[src/rtl/mem_lsu.sv]
`default_nettype none
// ============================================================================
// Module      : mem_lsu
// Description : Load/store unit in front of a byte-addressed RAM. Accepts one
//               CPU request at a time and turns it into one or two
//               word-aligned RAM beats with byte strobes. Accesses that
//               straddle a word boundary take two beats; load data is merged,
//               shifted and sign/zero-extended. Out-of-range or illegal-size
//               requests fault without any RAM activity.
//
// Ports       : clk, reset        - clock, asynchronous active-high reset
//               req_*             - CPU request (valid/ready handshake)
//               resp_*            - one-cycle response pulse, data and fault
//               mem_*             - word-aligned RAM beat (addr/wen/strb/data)
//               mem_rdata         - combinational RAM read data for mem_addr
//
// Revision    : 1.0 - initial release
// ============================================================================
module mem_lsu #(
    parameter int unsigned BYTES = 32'd16000000
) (
    input  logic        clk,
    input  logic        reset,
    input  logic        req_valid,
    output logic        req_ready,
    input  logic        req_we,
    input  logic [1:0]  req_size,
    input  logic        req_unsigned,
    input  logic [31:0] req_addr,
    input  logic [31:0] req_wdata,
    output logic        resp_valid,
    output logic [31:0] resp_rdata,
    output logic        resp_fault,
    output logic        mem_wen,
    output logic [3:0]  mem_wstrb,
    output logic [31:0] mem_addr,
    output logic [31:0] mem_wdata,
    input  logic [31:0] mem_rdata
);

    localparam logic [1:0]  c_st_idle  = 2'd0;
    localparam logic [1:0]  c_st_beat0 = 2'd1;
    localparam logic [1:0]  c_st_beat1 = 2'd2;
    localparam logic [1:0]  c_st_resp  = 2'd3;

    localparam logic [32:0] c_bytes    = 33'(BYTES);

    logic [1:0]  r_state;
    logic [1:0]  w_state_nxt;

    logic        r_we;
    logic [1:0]  r_size;
    logic        r_unsigned;
    logic [31:0] r_addr;
    logic [31:0] r_wdata;
    logic        r_cross;
    logic        r_fault;
    logic [31:0] r_lo;
    logic [31:0] r_rdata;

    // ------------------------------------------------------------------
    // Request decode (used only at acceptance in IDLE)
    // ------------------------------------------------------------------
    logic [2:0]  w_req_nbytes;
    logic [32:0] w_req_last;
    logic        w_req_fault;
    logic        w_req_cross;

    always_comb begin
        case (req_size)
            2'd0:    w_req_nbytes = 3'd1;
            2'd1:    w_req_nbytes = 3'd2;
            default: w_req_nbytes = 3'd4;
        endcase
    end

    // Last byte touched, in 33 bits so an access near 2^32 cannot wrap and
    // slip under the bound.
    assign w_req_last  = {1'b0, req_addr} + {30'd0, w_req_nbytes} - 33'd1;
    assign w_req_fault = (req_size == 2'd3) || (w_req_last >= c_bytes);
    // off + n fits in 3 bits (max 3 + 4 = 7)
    assign w_req_cross = ({1'b0, req_addr[1:0]} + w_req_nbytes) > 3'd4;

    // ------------------------------------------------------------------
    // Beat data from the latched request
    // ------------------------------------------------------------------
    logic [3:0]  w_mask4;
    logic [7:0]  w_sm;
    logic [63:0] w_sd;
    logic [31:0] w_base;
    logic [4:0]  w_shamt;

    always_comb begin
        case (r_size)
            2'd0:    w_mask4 = 4'h1;
            2'd1:    w_mask4 = 4'h3;
            default: w_mask4 = 4'hF;
        endcase
    end

    assign w_shamt = {r_addr[1:0], 3'b000};
    assign w_sm    = {4'h0, w_mask4} << r_addr[1:0];
    assign w_sd    = {32'd0, r_wdata} << w_shamt;
    assign w_base  = {r_addr[31:2], 2'b00};

    // ------------------------------------------------------------------
    // Load merge: in BEAT0 the low word is live on mem_rdata; in BEAT1 the
    // low word comes from r_lo and the high word is live.
    // ------------------------------------------------------------------
    logic [31:0] w_lo_src;
    logic [31:0] w_hi_src;
    logic [63:0] w_merged;
    logic [31:0] w_raw;
    logic [31:0] w_ext;
    logic        w_load_done;

    assign w_lo_src = (r_state == c_st_beat1) ? r_lo : mem_rdata;
    assign w_hi_src = (r_state == c_st_beat1) ? mem_rdata : 32'd0;
    assign w_merged = {w_hi_src, w_lo_src} >> w_shamt;
    assign w_raw    = w_merged[31:0];

    always_comb begin
        case (r_size)
            2'd0:    w_ext = r_unsigned ? {24'd0, w_raw[7:0]}
                                        : {{24{w_raw[7]}}, w_raw[7:0]};
            2'd1:    w_ext = r_unsigned ? {16'd0, w_raw[15:0]}
                                        : {{16{w_raw[15]}}, w_raw[15:0]};
            default: w_ext = w_raw;
        endcase
    end

    assign w_load_done = !r_we &&
                         (((r_state == c_st_beat0) && !r_cross) ||
                          (r_state == c_st_beat1));

    // ------------------------------------------------------------------
    // State register
    // ------------------------------------------------------------------
    always_ff @(posedge clk or posedge reset) begin
        if (reset) begin
            r_state <= c_st_idle;
        end else begin
            r_state <= w_state_nxt;
        end
    end

    // ------------------------------------------------------------------
    // Request latch, load capture and response data
    // ------------------------------------------------------------------
    always_ff @(posedge clk or posedge reset) begin
        if (reset) begin
            r_we       <= 1'b0;
            r_size     <= 2'd0;
            r_unsigned <= 1'b0;
            r_addr     <= 32'd0;
            r_wdata    <= 32'd0;
            r_cross    <= 1'b0;
            r_fault    <= 1'b0;
            r_lo       <= 32'd0;
            r_rdata    <= 32'd0;
        end else begin
            if ((r_state == c_st_idle) && req_valid) begin
                r_we       <= req_we;
                r_size     <= req_size;
                r_unsigned <= req_unsigned;
                r_addr     <= req_addr;
                r_wdata    <= req_wdata;
                r_cross    <= w_req_cross;
                r_fault    <= w_req_fault;
                // Stores and faults respond with zero data.
                r_rdata    <= 32'd0;
            end
            if (r_state == c_st_beat0) begin
                r_lo <= mem_rdata;
            end
            if (w_load_done) begin
                r_rdata <= w_ext;
            end
        end
    end

    // ------------------------------------------------------------------
    // Next state and outputs; all outputs decode from registered state,
    // so nothing on req_* reaches mem_* combinationally.
    // ------------------------------------------------------------------
    always_comb begin
        w_state_nxt = r_state;
        req_ready   = 1'b0;
        resp_valid  = 1'b0;
        resp_rdata  = 32'd0;
        resp_fault  = 1'b0;
        mem_wen     = 1'b0;
        mem_wstrb   = 4'h0;
        mem_addr    = 32'd0;
        mem_wdata   = 32'd0;

        case (r_state)
            c_st_idle: begin
                req_ready = 1'b1;
                if (req_valid) begin
                    w_state_nxt = w_req_fault ? c_st_resp : c_st_beat0;
                end
            end

            c_st_beat0: begin
                mem_addr = w_base;
                if (r_we) begin
                    mem_wen   = 1'b1;
                    mem_wstrb = w_sm[3:0];
                    mem_wdata = w_sd[31:0];
                end
                w_state_nxt = r_cross ? c_st_beat1 : c_st_resp;
            end

            c_st_beat1: begin
                mem_addr = w_base + 32'd4;
                if (r_we) begin
                    mem_wen   = 1'b1;
                    mem_wstrb = w_sm[7:4];
                    mem_wdata = w_sd[63:32];
                end
                w_state_nxt = c_st_resp;
            end

            c_st_resp: begin
                resp_valid  = 1'b1;
                resp_rdata  = r_rdata;
                resp_fault  = r_fault;
                w_state_nxt = c_st_idle;
            end
        endcase
    end

endmodule
`default_nettype wire

[config.mk]
export PLATFORM = sky130hd
export DESIGN_NAME = mem_lsu
export DESIGN_NICKNAME = d
export VERILOG_FILES = /design/src/rtl/mem_lsu.sv
export SDC_FILE = /design/constraint.sdc
export NUM_CORES = 1
export LEC_CHECK = 0
export CORE_MARGIN = 5
export CORE_UTILIZATION = 40
export CTS_BUF_LIST = sky130_fd_sc_hd__clkbuf_4 sky130_fd_sc_hd__clkbuf_8
export DETAILED_ROUTE_END_ITERATION = 10
export SLEW_MARGIN = 20
export SYNTH_ARGS = -nofsm -noshare
export SYNTH_HDL_FRONTEND = slang
export SYNTH_SLANG_ARGS = --single-unit
[constraint.sdc]
create_clock -name clk -period 6.2 [get_ports clk]
set_input_delay 1.24 -clock clk [delete_from_list [all_inputs] [get_ports clk]]
set_output_delay 1.24 -clock clk [all_outputs]
set_load 0.005 [all_outputs]
==> results of run 1 <==
==> cell usage in the layout (no fill, tap or decap), types with 5 or more instances in the layout <==
cell,synthesis,layout
o211ai_1,6,6
o21a_1,11,11
mux2_2,106,106
nand3b_1,5,5
nand2_1,126,125
o21ai_0,142,141
buf_4,2,12
a21boi_0,6,6
or3_1,5,5
nor3_1,13,13
and2_1,53,53
clkbuf_8,0,17
a21oi_1,110,110
nor2_1,75,75
a22oi_1,24,24
nand4_1,14,14
inv_1,51,50
dfrtp_1,136,134
a211oi_1,36,36
xor2_1,8,8
ha_1,41,39
clkdlybuf4s50_1,0,204
a21o_1,16,16
nor2b_1,25,25
and3_1,16,16
mux2i_1,44,44
nand3_1,20,20
a22o_1,7,7
xnor2_1,17,17
==> critical path: cells and delay by family <==
kind                     cells  cell delay (ps)
AO/OA/AOI/OAI                6             1600
adder cells (fa/ha/maj)      3              750
XOR/XNOR                     1              140
AND/OR/NAND/NOR              4              950
buffers and inverters        4              890
==> per-layer routing <==
layer	track usage (%)	wire (um)	vias up
met5	0	0	-
met4	6.56	779	0
met3	3.25	1710	34
met2	36.9	15800	267
met1	32.7	16100	4698
li1	-	-	4791
==> power groups by stage <==
stage	registers, mW	clock network, mW	logic, mW
after global routing	1.83	0.731	3.66
after floorplan	1.56	0	2.28
final	1.76	0.678	3.30
after detailed placement	1.76	0	3.31
after CTS	1.74	0.692	3.33
after global placement	1.74	0	3.29
==> area by class of cell <==
class                      count  area, um^2  area share, %
clock inverter                13        97.6          0.744
sequential                   136        3410           26.0
timing repair buffer         216        2130           16.3
antenna                        2        5.00         0.0382
inverter                      53         204           1.56
tap                          335         419           3.20
clock buffer                  19         249           1.90
multi-input combinational    980        6590           50.3
==> state kept, by name, summed over array words and instances (netlist names) <==
signal and cells:
r_state 2, r_wdata 32, r_fault 1, r_rdata 32, r_size 2, r_unsigned 1
r_cross 1, r_we 1, r_lo 32, r_addr 32
==> worst paths after layout <==
check / end / from / slack [ps] / cells past startpoint
worst max-delay path: r_fault / req_size[1] / 930 / 18
worst min-delay path: r_rdata[17] / r_rdata[17] / 480 / 2
worst max register to register: r_rdata[30] / r_state[0] / 2440 / 12
worst min register to register: r_rdata[17] / r_rdata[17] / 480 / 2
max in group asynchronous: r_addr[0] / reset / 3760 / 3
min in group asynchronous: r_lo[9] / reset / 1340 / 2
==> metrics by stage <==
step           hold slack [ps]  cell area [um^2]  instances  power (mW)
6_report                   478             13100       1754        5.73
5_1_grt                    515             13100       1753        6.21
4_1_cts                    483             13100       1752        5.76
2_1_floorplan              442             10500       1252        3.85
3_3_place_gp               457             12800       1720        5.03
3_5_place_dp               465             12800       1720        5.07
==> cell families (layout without fill, tap and decap cells) <==
kind of cell    Yosys count  count (layout)  synth area share [%]
xor+xnor                 25              25                  2.09
mux                     150             150                  15.6
fa+ha+maj                43              43                  5.27
flops                   136             136                  32.4
compound gates          391             391                  22.6
buf+inv                 136             301                  5.02
other cells               1               4                0.0357
simple gates            369             369                  17.0
==> impl_metrics.yaml, run 1 <==
global_routing:
  grt-ovfl-total: 0
  antenna_found_initial: 1
  grt_pass1_vias: 9527
  grt_max_degree: 100
  grt_pass1_wl_um: 53900
  track_usage_pct: 23.0
logic_synthesis:
  synthFlopType: "dfrtp_1"
  synth_cells: 1251
  synth_edf_count: 0
  synth-warning-count: 0
  yosys-top-cells-count: "o21ai_0, dfrtp_1, nand2_1"
  synthArstFlopShare_pct: 100
  ys_types: 62
  synth_largest_area_cell: "dfrtp_1"
  synth_area_leaders: "dfrtp_1, mux2_2, o21ai_0"
  syn_area_per_cell_um2: 8.39
  ys_seq_area_share_pct: 32.4
  yosysMostFrequentCell: "o21ai_0"
  netlist_area_mm2: 0.0105
  ys_seq_elements: 136
  synth_top_area_share_pct: 32.4
worst_setup_path:
  crit_arrival_ps: 5590
  max_stage_delay_ps: 650
  cp_data_required_time_ps: 6510
  worstSetupPathType: "input pin to flop"
  crit_chain: "clkdlybuf4s50_1 > inv_1 > nand2_1 > ha_1 > inv_1 > ha_1 > inv_1 > fa_1 > nor2b_1 > o31ai_1 > a2111o_1 > a31oi_1 > a21oi_1 > xnor2_1 > a2111oi_0 > nand4_1 > nor4_1 > o21ai_1"
  slowest_stage: "clkdlybuf4s50_1"
  worstSetupEndpointType: "flop"
  crit_path_start_kind: "input pin"
  cp_max_fo: 4
  crit_top_cell: "inv_1"
detailed_routing:
  routed_wirelength_um: 34400
  drt-wirelength-per-cell_um: 19.6
  drt_iter0_drc: 554
  dr.pass1.iters: 5
  via_count: 9790
  drc: 0
  final_antenna_net_count: 0
  drt-vias-per-instance: 5.58
sta:
  worstMarginPinSlew_ps: 958
  timing.final.crit_share_pct: 85.1
  clock_skew_ps: 20.5
  fin_ws_ps: 925
  setup_viol_count_final: 0
  fmaxAchievable_mhz: 190
  grt_setup_unrepaired: "no"
  slew_headroom_pct: 36.1
  maxSlewViolCount: 0
  setup_tns_ps: 0
  period_minus_slack_ps: 5270
  finalHoldViolCount: 0
place:
  port_buffers: 204
  dpl.hpwl_um: 25600
  gp_congestion: 0.907
  place_ws_ps: 526
pwr:
  powerDensity_mw_per_mm2: 437
  max-vdd-ir-drop_mv: 0.281
  p_leak_nw: 5.31
  p_sw_share_pct: 44.9
  power.switching_mw: 2.57
  p_int_mw: 3.16
  clkPwrFrac_pct: 11.8
  pwr-share-comb_pct: 57.5
  power_frac_seq_pct: 30.6
clocking:
  cts.clk_slew.worst_paths_ps: 90
  cts_resized: 0
  cts_buffer_depth: 2
  clk_latency_ps: 460
  post_cts_buffers: 0
  htreeDepth: 4
  postCtsHoldBufs: 0
  cts_root_buffer: "clkbuf_8"
  cts_tree: "done"
  numCtsBuffers: 17
  cts.sinks: 136
layout:
  syn_to_final_growth_pct: 24.9
  post-route-util_pct: 50.6
  nFillCells: 2498
  drive_above_1_share_pct: 11.9
  nets: 1550
floorplan:
  core_mm2: 0.0259
  num_rows: 59
  die_area_mm2: 0.0296
  die_w_um: 172
  start_util_pct: 40.5
  die_h_um: 172
  io_pins: 207
job:
  maxCapViolations: 0
outcome:
  status: "completed"
min_path:
  min_path_type: "flop to flop"
Power figures use the tool's default switching activity.
==> inputs of run 2 (changes only) <==
--- a/config.mk
+++ b/config.mk
@@ -8,6 +8,7 @@
 export CORE_MARGIN = 5
 export CORE_UTILIZATION = 40
 export CTS_BUF_LIST = sky130_fd_sc_hd__clkbuf_4 sky130_fd_sc_hd__clkbuf_8
+export CTS_CLUSTER_SIZE = 30
 export DETAILED_ROUTE_END_ITERATION = 10
 export SLEW_MARGIN = 20
 export SYNTH_ARGS = -nofsm -noshare
==> constraint.sdc (replaced) <==
create_clock -name clk -period 5.2 [get_ports clk]
set_input_delay 1.3 -clock clk [delete_from_list [all_inputs] [get_ports clk]]
set_output_delay 1.3 -clock clk [all_outputs]
set_load 0.005 [all_outputs]
==> run 2 against run 1 <==
  * Cell area up 1.9%
  * Critical path depth unchanged
  * Global-route usage down 0.37 points
  * Hold slack worse by 2.2 ps
  * Via count about the same
  * Non-clock buffer count up 15
  * Sequential share of layout area down 0.48 points
  * Utilization up 0.95 points
  * Sequential power up 18%
  * Critical endpoint unchanged
==> impl_metrics.yaml, run 2 (synthesis gave the netlist of run 1 again) <==
outcome:
  status: "completed"
floorplan:
  num_rows: 59
  io_pins: 207
  core_mm2: 0.0259
  die_h_um: 172
  die_w_um: 172
  start_util_pct: 40.5
  die_area_mm2: 0.0296
clocking:
  cts_tree: "done"
  numCtsBuffers: 17
  htreeDepth: 4
  post_cts_buffers: 0
  clk_latency_ps: 460
  cts.sinks: 136
  cts_root_buffer: "clkbuf_8"
  cts.clk_slew.worst_paths_ps: 80
  cts_buffer_depth: 2
layout:
  syn_to_final_growth_pct: 27.3
  post-route-util_pct: 51.5
  mostFrequentLayoutCells: "clkdlybuf4s50_1, o21ai_0, dfrtp_1"
  nFillCells: 2517
  nets: 1565
  diodes: 0
  drive_above_1_share_pct: 12.9
  final_common_cell: "clkdlybuf4s50_1"
worst_setup_path:
  cp_max_fo: 3
  cp_data_required_time_ps: 5500
  cp-endpoint: "r_fault"
  worstSetupPathType: "input pin to flop"
  worstReg2RegEnd: "r_rdata[16]"
  rrSetupSlack_ps: 1860
  startpoint: "req_size[0]"
  crit_path_start_kind: "input pin"
  worstSetupEndpointType: "flop"
  crit_arrival_ps: 5240
  reg2reg_depth: 13
  r2r_start: "r_state[0]"
sta:
  clock_skew_ps: 16.4
  fin_hold_ws_ps: 476
  grt_setup_unrepaired: "no"
  period_minus_slack_ps: 4940
  maxSlewViolCount: 0
  setup_viol_count_final: 0
  timing.final.crit_share_pct: 95.0
  worstMarginPinSlew_ps: 998
  fmaxAchievable_mhz: 202
  slew_headroom_pct: 33.5
  finalHoldViolCount: 0
detailed_routing:
  dr.pass1.iters: 5
  final_antenna_net_count: 0
  drt-vias-per-instance: 5.54
  drt_iter0_drc: 791
  drt-wirelength-per-cell_um: 19.3
  drc: 0
  routed_wirelength_um: 34100
  via_count: 9788
pwr:
  powerDensity_mw_per_mm2: 532
  max-vdd-ir-drop_mv: 0.313
  p_leak_nw: 5.45
global_routing:
  grt_pass1_vias: 9499
  grt-ovfl-total: 0
  track_usage_pct: 22.7
  grt_max_degree: 96
  antenna_found_initial: 0
  grt_pass1_wl_um: 53200
min_path:
  min_path_type: "flop to flop"
job:
  maxCapViolations: 0
place:
  port_buffers: 204
  gp_congestion: 0.890
  dpl.hpwl_um: 25500
## run 2: changes by cell type in the layout (fill, tap and decap cells not counted), moves of 2 or more
cell / before / now
buf_4: 12 / 27
bufinv_16: 0 / 5
clkinv_2: 4 / 0
clkinvlp_4: 3 / 0
inv_6: 3 / 6
clkbuf_4: 2 / 0
clkbuf_8: 17 / 19
diode_2: 2 / 0
## run 2: through the flow
step                total power [mW]  cell area [um^2]  cells  setup slack [ps]  setup TNS, ps
floorplan                       4.58             10500   1252               261              0
global placement                6.03             12900   1735              -246           -462
detailed placement              6.07             12900   1735              -335           -641
CTS                             7.14             13300   1766               130              0
global route                    7.66             13400   1766              16.2              0
finish                          7.11             13400   1766               259              0
## run 2: layer usage
| metal | vias up | global-route usage, % | routed length (um) |
|---|---|---|---|
| li1 | 4809 | - | - |
| met1 | 4672 | 32.1 | 16000 |
| met2 | 260 | 36.6 | 15900 |
| met3 | 47 | 2.58 | 1580 |
| met4 | 0 | 6.80 | 656 |
| met5 | - | 0 | 0 |
## run 2: how the worst min path moves through the flow
stage / slack, ps / end / startpoint / cells past startpoint
2_1_floorplan: 440 / r_rdata[16] / r_rdata[16] / 2
3_3_place_gp: 460 / r_rdata[31] / r_rdata[31] / 2
3_5_place_dp: 460 / r_rdata[31] / r_rdata[31] / 2
4_1_cts: 480 / r_rdata[31] / r_rdata[31] / 2
5_1_grt: 510 / r_rdata[27] / r_rdata[27] / 2
6_report: 480 / r_rdata[17] / r_rdata[17] / 2
## run 2: critical path, stage by stage
cell and delay (ps):
clkdlybuf4s50_1 560, or2_2 370, ha_1 190, inv_1 60, ha_1 160, inv_1 60
fa_1 360, nor2b_1 120, o31ai_1 110, a2111o_1 430, a31oi_2 240, a21oi_1 110
xnor2_1 140, a2111oi_1 360, nand4_1 170, nor4_2 270, buf_4 180, o21ai_1 50
## run 2: timing repair
item,in CTS,in global routing
hold buffers,0,0
setup endpoints to repair,0,3
endpoints found under the hold margin,0,0
resized for setup,0,4
## run 2: power by group
| part | internal [mW] | switching (mW) |
|---|---|---|
| Sequential | 1.57 | 0.514 |
| Combinational | 1.88 | 2.09 |
| Clock | 0.604 | 0.447 |
## run 2: layout make-up
class                   count  area, um^2  area share [%]
flip-flops and latches    136        3410            25.5
repair buffers            231        2240            16.8
inverters                  53         204            1.53
multi-input cells         980        6610            49.5
well taps                 335         419            3.14
clock inverters            12         211            1.58
clock buffers              19         262            1.96
==> inputs of run 3 (changes only) <==
--- a/config.mk
+++ b/config.mk
@@ -10,6 +10,8 @@
 export CTS_BUF_LIST = sky130_fd_sc_hd__clkbuf_4 sky130_fd_sc_hd__clkbuf_8
 export CTS_CLUSTER_SIZE = 30
 export DETAILED_ROUTE_END_ITERATION = 10
+export GPL_ROUTABILITY_DRIVEN = 0
+export SETUP_SLACK_MARGIN = 0.1
 export SLEW_MARGIN = 20
 export SYNTH_ARGS = -nofsm -noshare
 export SYNTH_HDL_FRONTEND = slang
==> run 3 against run 2 <==
  * Sequential share of layout area increased by 0.12 points
  * Combinational power about the same
  * Power decreased by 1.7%
  * Cell area decreased by 0.46%
  * Final cell count unchanged
==> impl_metrics.yaml, run 3 (synthesis gave the netlist of run 1 again) <==
outcome:
  status: "completed"
sta:
  timing.final.crit_share_pct: 93.5
  maxSlewViolCount: 0
  clock_skew_ps: 21.1
  finalHoldViolCount: 0
  slew_headroom_pct: 33.1
  worstMarginPinSlew_ps: 1000
  fmaxAchievable_mhz: 206
  setup_viol_count_final: 0
  setup_tns_ps: 0
  grt_setup_unrepaired: "no"
  period_minus_slack_ps: 4860
worst_setup_path:
  cp_data_required_time_ps: 5490
  reg2reg_depth: 14
  slowest_stage: "clkdlybuf4s50_1"
  worstSetupPathType: "input pin to flop"
  crit_chain: "clkdlybuf4s50_1 > or2_2 > ha_1 > inv_1 > ha_1 > inv_1 > fa_1 > nor2b_1 > o31ai_1 > a2111o_1 > a31oi_1 > a21oi_1 > xnor2_1 > a2111oi_1 > nand4_1 > nor4_2 > buf_4 > o21ai_1"
  max_stage_delay_ps: 480
  worstSetupEndpointType: "flop"
  crit_arrival_ps: 5150
  cp_max_fo: 3
  crit_path_start_kind: "input pin"
job:
  maxCapViolations: 0
floorplan:
  die_h_um: 172
  io_pins: 207
  core_mm2: 0.0259
  num_rows: 59
  die_area_mm2: 0.0296
  start_util_pct: 40.5
  die_w_um: 172
layout:
  syn_to_final_growth_pct: 26.7
  nFillCells: 2476
  mostFrequentLayoutCells: "clkdlybuf4s50_1, o21ai_0, dfrtp_1"
  final_common_cell: "clkdlybuf4s50_1"
  post-route-util_pct: 51.3
  drive_above_1_share_pct: 12.9
  diodes: 0
  nets: 1564
  fin_cells: 1766
  fin_area_mm2: 0.0133
global_routing:
  grt-ovfl-total: 0
  grt_pass1_wl_um: 52600
  track_usage_pct: 22.4
  grt_pass1_vias: 9521
  antenna_found_initial: 0
  grt_max_degree: 95
min_path:
  min_path_type: "flop to flop"
  holdPathStages: 2
clocking:
  htreeDepth: 4
  cts.clk_slew.worst_paths_ps: 80
  clk_latency_ps: 450
  cts_buffer_depth: 2
  cts.sinks: 136
  cts_tree: "done"
  cts_root_buffer: "clkbuf_8"
  numCtsBuffers: 17
  post_cts_buffers: 0
detailed_routing:
  routed_wirelength_um: 33800
  drt-vias-per-instance: 5.59
  drc: 0
  via_count: 9880
  dr.pass1.iters: 5
  drt_iter0_drc: 659
  final_antenna_net_count: 0
  drt-wirelength-per-cell_um: 19.1
place:
  port_buffers: 204
  dpl.hpwl_um: 24900
  dp_cells: 1734
  place_area_mm2: 0.0129
pwr:
  powerDensity_mw_per_mm2: 525
  max-vdd-ir-drop_mv: 0.254
  p_leak_nw: 5.43
run 3: repair_timing:
action                                  4_1_cts  5_1_grt
resized for setup                             0        4
endpoints found under the setup margin        0        4
hold buffers                                  0        0
run 3: critical path, delay by kind of cell:
kind | cells | cell delay, ps
xor gates and xnor gates | 1 | 140
adders and majority gates | 3 | 700
AOI/OAI and AO/OA | 6 | 1380
and+or+nand+nor | 4 | 880
buffers and inverters | 4 | 770
run 3: worst paths after layout:
path | slack (ps) | endpoint | startpoint
min reg2reg | 480 | r_cross | r_cross
min | 480 | r_cross | r_cross
min in group asynchronous | 1390 | r_lo[9] | reset
max in group asynchronous | 2910 | r_wdata[30] | reset
max | 340 | r_fault | req_size[1]
max reg2reg | 1810 | r_rdata[31] | r_state[0]
run 3: per-layer routing:
metal / vias up / global-route usage [%] / wire [um]
met2: 296 / 36.1 / 15800
met5: - / 0 / 0
met1: 4741 / 31.2 / 15400
met3: 40 / 3.22 / 1750
met4: 0 / 6.94 / 811
li1: 4803 / - / -
run 3: cell type report:
cell class	count	area, um^2	area share [%]
well taps	335	419	3.15
multi-input cells	980	6600	49.7
repair buffers	230	2240	16.8
inverters	53	204	1.53
clock buffers	19	262	1.97
flip-flops and latches	136	3410	25.6
clock inverters	13	159	1.20
run 3: report_power, final:
part	internal [mW]	total, mW	switching [mW]	leakage, nW
Sequential	1.57	2.09	0.524	1.66
Clock	0.468	0.939	0.471	0.213
Combinational	1.88	3.96	2.07	3.55
run 3: stage by stage:
stage	worst slack, ps	power, mW	hold slack, ps
floorplan	261	4.58	442
global placement	-262	6.01	458
detailed placement	-326	6.06	463
CTS	135	7.02	483
global route	136	7.55	502
finish	336	6.99	480
